$ cat src/rtl/edge_pkg.sv
// +---------------------------------------------------------------------------+
// | edge_pkg : shared widths, types and helpers for the edge event reader.     |
// | Revision : 1.0                                                             |
// +---------------------------------------------------------------------------+
`default_nettype none

package edge_pkg;

  localparam int EDGE_WIDTH = 32;

  typedef logic [EDGE_WIDTH-1:0]         edge_vec_t;
  typedef logic [$clog2(EDGE_WIDTH)-1:0] edge_idx_t;

  // Next index after i in a ring of w entries.
  function automatic int wrap_inc(input int i, input int w);
    return (i + 1 >= w) ? 0 : i + 1;
  endfunction

endpackage

`default_nettype wire

$ cat src/rtl/edge_find_first.sv
// +---------------------------------------------------------------------------+
// | edge_find_first : first set bit of vec_i, searching upward from start_i    |
// |                   and wrapping past WIDTH-1 to 0.                          |
// | Revision        : 1.0                                                      |
// +---------------------------------------------------------------------------+
`default_nettype none

module edge_find_first
  import edge_pkg::*;
#(
  parameter int WIDTH = EDGE_WIDTH,
  parameter int IDX_W = $clog2(WIDTH)
) (
  input  logic [WIDTH-1:0] vec_i,
  input  logic [IDX_W-1:0] start_i,
  output logic             found_o,
  output logic [IDX_W-1:0] idx_o
);

  int pos;

  always_comb begin
    found_o = 1'b0;
    idx_o   = '0;
    pos     = 0;
    for (int k = 0; k < WIDTH; k++) begin
      pos = int'(start_i) + k;
      if (pos >= WIDTH) pos = pos - WIDTH;
      if (!found_o && vec_i[IDX_W'(pos)]) begin
        found_o = 1'b1;
        idx_o   = IDX_W'(pos);
      end
    end
  end

endmodule

`default_nettype wire

$ cat src/rtl/edge_event_reader.sv
// +---------------------------------------------------------------------------+
// | edge_event_reader : latches per-bit edge pulses and streams pending source |
// | indices on valid/ready. Define EDGE_READER_RR_EN for round-robin pick.     |
// | Revision          : 1.0                                                    |
// +---------------------------------------------------------------------------+
`default_nettype none

module edge_event_reader
  import edge_pkg::*;
#(
  parameter int WIDTH = EDGE_WIDTH,
  parameter int IDX_W = $clog2(WIDTH)
) (
  input  logic             clk,
  input  logic             reset,
  input  logic [WIDTH-1:0] edge_i,
  output logic             evt_valid_o,
  input  logic             evt_ready_i,
  output logic [IDX_W-1:0] evt_idx_o,
  output logic [WIDTH-1:0] pending_o,
  output logic [WIDTH-1:0] drop_o,
  input  logic             drop_clr_i
);

  logic [WIDTH-1:0] pending_q, pending_d;
  logic [WIDTH-1:0] drop_q, drop_d;
  logic [WIDTH-1:0] load_vec;
  logic             valid_q, valid_d;
  logic [IDX_W-1:0] idx_q, idx_d;
  logic [IDX_W-1:0] start_idx;
  logic [IDX_W-1:0] sel_idx;
  logic             sel_found;
  logic             out_free;
  logic             do_load;

  assign out_free = ~valid_q | evt_ready_i;
  assign do_load  = out_free & sel_found;

  edge_find_first #(
    .WIDTH (WIDTH),
    .IDX_W (IDX_W)
  ) u_find (
    .vec_i   (pending_q),
    .start_i (start_idx),
    .found_o (sel_found),
    .idx_o   (sel_idx)
  );

`ifdef EDGE_READER_RR_EN
  logic [IDX_W-1:0] ptr_q, ptr_d;

  assign start_idx = ptr_q;

  always_comb begin
    ptr_d = ptr_q;
    if (do_load) ptr_d = IDX_W'(wrap_inc(int'(sel_idx), WIDTH));
  end

  always_ff @(posedge clk or negedge reset) begin
    if (!reset) ptr_q <= '0;
    else        ptr_q <= ptr_d;
  end
`else
  assign start_idx = '0;
`endif

  always_comb begin
    load_vec = '0;
    if (do_load) load_vec[sel_idx] = 1'b1;
  end

  // A pulse landing on the bit being loaded re-queues it instead of dropping.
  always_comb begin
    pending_d = (pending_q & ~load_vec) | edge_i;
    drop_d    = (drop_clr_i ? '0 : drop_q) | (edge_i & pending_q & ~load_vec);
  end

  always_comb begin
    valid_d = valid_q;
    idx_d   = idx_q;
    if (out_free) begin
      valid_d = sel_found;
      if (sel_found) idx_d = sel_idx;
    end
  end

  always_ff @(posedge clk or negedge reset) begin
    if (!reset) begin
      pending_q <= '0;
      drop_q    <= '0;
      valid_q   <= 1'b0;
      idx_q     <= '0;
    end else begin
      pending_q <= pending_d;
      drop_q    <= drop_d;
      valid_q   <= valid_d;
      idx_q     <= idx_d;
    end
  end

  assign evt_valid_o = valid_q;
  assign evt_idx_o   = idx_q;
  assign pending_o   = pending_q;
  assign drop_o      = drop_q;

endmodule

`default_nettype wire

$ cat config.mk
export PLATFORM = sky130hd
export DESIGN_NAME = edge_event_reader
export DESIGN_NICKNAME = d
export VERILOG_FILES = /design/src/rtl/edge_pkg.sv /design/src/rtl/edge_find_first.sv /design/src/rtl/edge_event_reader.sv
export SDC_FILE = /design/constraint.sdc
export NUM_CORES = 1
export LEC_CHECK = 0
export CELL_PAD_IN_SITES_DETAIL_PLACEMENT = 0
export CELL_PAD_IN_SITES_GLOBAL_PLACEMENT = 1
export CORE_ASPECT_RATIO = 1.5
export CORE_UTILIZATION = 30
export CTS_CLUSTER_SIZE = 10
export DETAILED_ROUTE_END_ITERATION = 16
export GPL_ROUTABILITY_DRIVEN = 0
export PLACE_DENSITY = 0.86
export SLEW_MARGIN = 20
export SYNTH_ARGS = -nofsm -noshare
export SYNTH_HDL_FRONTEND = slang
export SYNTH_SLANG_ARGS = --single-unit
$ cat constraint.sdc
create_clock -name clk -period 2 [get_ports clk]
set_input_delay 0.2 -clock clk [delete_from_list [all_inputs] [get_ports clk]]
set_output_delay 0.2 -clock clk [all_outputs]
set_load 0.005 [all_outputs]
==> flow_summary.ini <==
[status]
status = finished, violations left
violations = setup timing

[worst_setup_path]
crit_type = flip-flop to flip-flop
crit_slowest_cell = dfrtp_1
start_kind = flip-flop
arrival_ns = 2.23
cp-end-kind = flip-flop
required_ns = 2.22
crit_top_cell = buf_4
cp_max_fo = 6
timing.critical_path.cells = buf_4, nor2_4, o311a_1, o21ai_2, buf_4, buf_4, or3_1, o21ba_2
slowest_delay_ns = 0.38

[route]
drtIter0Drc = 159
vias = 2491
drc = 0
routed_wl_mm = 8.358
antenna_left = 0
routedWlPerCell_um = 17.02
vias_per_cell = 5.073
dr.pass1.iters = 4

[final_layout]
drive_above_1_share_pct = 18.47
antenna_cells = 0
finalNetCount = 413
fillerInstances = 862
areaGrowthSynthToFinish_pct = 58.39

[clock_network]
cts-buffers-inserted = 9
cts_setup_buffers = 0
root_buffer = clkbuf_16
h-tree-depth = 3
clock_path_buffers = 2
cts_tree = built
clkSlewWorstSetupHoldPaths_ns = 0.05
cts.sinks = 69
clk-insertion-delay-late_ns = 0.33

[sta]
setup_viol = 1
clock_skew_ns = 0.005899
hold_ws_ns = 0.4268
worst_slew_pin_slew_ns = 0.6005
rsz0062_at_grt = yes
hold_violations = 0
slew_viol_final = 0
fin_crit_ns = 2.005
slew-limit-headroom_pct = 59.91
finalCritPeriodShare_pct = 100.3
finalWorstSetupSlack_ns = -0.005225
max_freq_mhz = 498.7

[floorplanning]
core_mm2 = 0.009254
ios = 106
die_area_mm2 = 0.009945
die_w_um = 81.76
std_cell_rows = 43
start_util_pct = 30.94
die_h_um = 121.6

[global_route]
overflow = 0
grt_pass1_wl_mm = 12.66
antenna_found_initial = 0
grt.total_usage_pct = 17.65
grt_start_max_net_pins = 70
grt_pass1_vias = 2440

[pwr]
p_per_area_mw_per_mm2 = 781.6
leakagePower_uw = 0.001805
ir_drop_v = 0.0004688

[yosys]
ys_seq_elements = 69
syn_inst = 244
synth_area_per_cell_um2 = 11.73
async_reset_ff_share_pct = 100.0
ys_types = 46
synth_edf_count = 0
netlist_area_mm2 = 0.002863
synth_seq_area_share_pct = 60.31
ys.flop_type = dfrtp_1
synth_warnings = 0
synth_nets = 280

[placement]
dpl.hpwl_mm = 6.030
port_buffers = 104
pre_cts_ws_ns = -0.02118

[flow_run]
drv_cap = 0

[hold_path]
hold_path.class = input port to asynchronous set/reset pin
==> worst max-delay path, delay by kind of cell (launching register included) <==
family          cells  cell delay [ns]
compound gates      3             0.54
buf+inv             3             0.48
flops               1             0.38
simple gates        2             0.49
==> path summary, 6_finish.rpt <==
check / slack (ns) / from / to / cells past startpoint
max: -0.005 / pending_o[3] / drop_o[4] / 8
min reg2reg: 0.48 / drop_o[5] / drop_o[5] / 1
max in group asynchronous: 1.26 / reset / pending_o[5] / 3
max reg2reg: -0.005 / pending_o[3] / drop_o[4] / 8
min: 0.43 / reset / evt_idx_o[3] / 3
min in group clk: 0.45 / edge_i[13] / drop_o[13] / 3
==> area by class of cell <==
type | instances | area (µm²) | share of cell area (%)
Sequential cell | 69 | 1727 | 38.08
Timing Repair Buffer | 128 | 1231 | 27.15
Multi-Input combinational cell | 162 | 1107 | 24.42
Clock buffer | 11 | 242.7 | 5.353
Tap cell | 112 | 140.1 | 3.090
Clock inverter | 2 | 60.06 | 1.325
Inverter | 7 | 26.28 | 0.5795
==> state kept, by name, indices dropped and copies added (netlist names) <==
register,count
evt_idx_o,4
evt_valid_o,1
drop_o,32
pending_o,32
==> cell usage in the layout, fill, tap and decap left out, types with 3 or more instances in the layout <==
master / Yosys / routed
a2bb2oi_1: 3 / 3
buf_4: 1 / 22
nand4_1: 3 / 3
nor2_1: 19 / 17
nand2b_1: 3 / 3
clkdlybuf4s50_1: 0 / 103
a32o_1: 3 / 3
dfrtp_1: 69 / 69
o31ai_1: 4 / 4
inv_1: 6 / 6
a21oi_1: 12 / 12
o21bai_1: 6 / 6
clkbuf_16: 0 / 9
nand2_1: 15 / 15
o2bb2ai_1: 5 / 5
o22a_1: 4 / 4
or3_1: 9 / 9
a22o_1: 16 / 16
or2_2: 18 / 18
a31oi_1: 4 / 4
o21ai_0: 3 / 3
nor2b_1: 6 / 6
==> synthesized netlist by cell type, types with 2 or more instances <==
library cell | instances | area share (%)
nand4_1 | 3 | 0.66
a22o_1 | 16 | 4.9
a2bb2oi_1 | 3 | 0.92
dfrtp_1 | 69 | 60
or2_2 | 18 | 3.9
o22a_1 | 4 | 1.2
o21ba_1 | 2 | 0.70
nor4_1 | 2 | 0.44
nor2_1 | 19 | 2.5
o21ai_0 | 3 | 0.52
a32oi_1 | 2 | 0.61
nand2_1 | 15 | 2.0
nand2b_1 | 3 | 0.66
nor2b_1 | 6 | 1.3
o21bai_1 | 6 | 1.6
a21oi_1 | 12 | 2.1
o31ai_1 | 4 | 1.0
nor4_2 | 2 | 0.87
clkbuf_1 | 2 | 0.26
inv_1 | 6 | 0.79
mux2_2 | 2 | 0.79
a32o_1 | 3 | 1.0
a211oi_1 | 3 | 0.79
a21o_1 | 2 | 0.52
a31oi_1 | 4 | 0.87
or3_1 | 9 | 2.0
o2bb2ai_1 | 5 | 1.5
==> power breakdown <==
| group | switching, µW | leakage [µW] | internal (µW) | total [µW] |
|---|---|---|---|---|
| Clock | 537 | 0.000148 | 1100 | 1640 |
| Combinational | 168 | 0.000971 | 241 | 410 |
| Sequential | 36.3 | 0.000686 | 1460 | 1490 |
| Total | 742 | 0.00180 | 2800 | 3540 |
==> per-stage QoR <==
step | util [%] | instance area (µm²) | std cells | power (µW) | TNS (ns)
2_1_floorplan | - | 2863 | 244 | 1642 | 0
3_3_place_gp | 45.27 | 4189 | 477 | 1914 | 0
3_5_place_dp | 45.27 | 4189 | 477 | 1924 | -0.04123
4_1_cts | 48.78 | 4514 | 491 | 3572 | 0
5_1_grt | 49.00 | 4534 | 491 | 3688 | -0.6517
6_report | 49.00 | 4534 | 491 | 3544 | -0.005225
==> metal layers <==
metal / global-route usage [%] / vias up / wire length (µm)
li1: - / 1160 / -
met1: 21.05 / 1244 / 3288
met2: 28.25 / 69 / 4469
met3: 5.318 / 18 / 385
met4: 8.882 / 0 / 214
met5: 0 / - / 0
==> timing repair <==
item | 4_1_cts | 5_1_grt
gates resized for setup | 3 | 4
hold buffers | 1 | 0
endpoints found under the hold margin | 69 | 0
pin swaps | 1 | 0
setup endpoints to repair | 6 | 28
==> cells by family after synthesis <==
kind of cell | share of synthesized area (%)
muxes | 0.7867
other | 0.1310
and+or+nand+nor | 16.30
DFF | 60.31
AOI/OAI and AO/OA | 20.32
buffers and inverters | 2.141
Note: power is estimated with default switching activity, not from simulation.
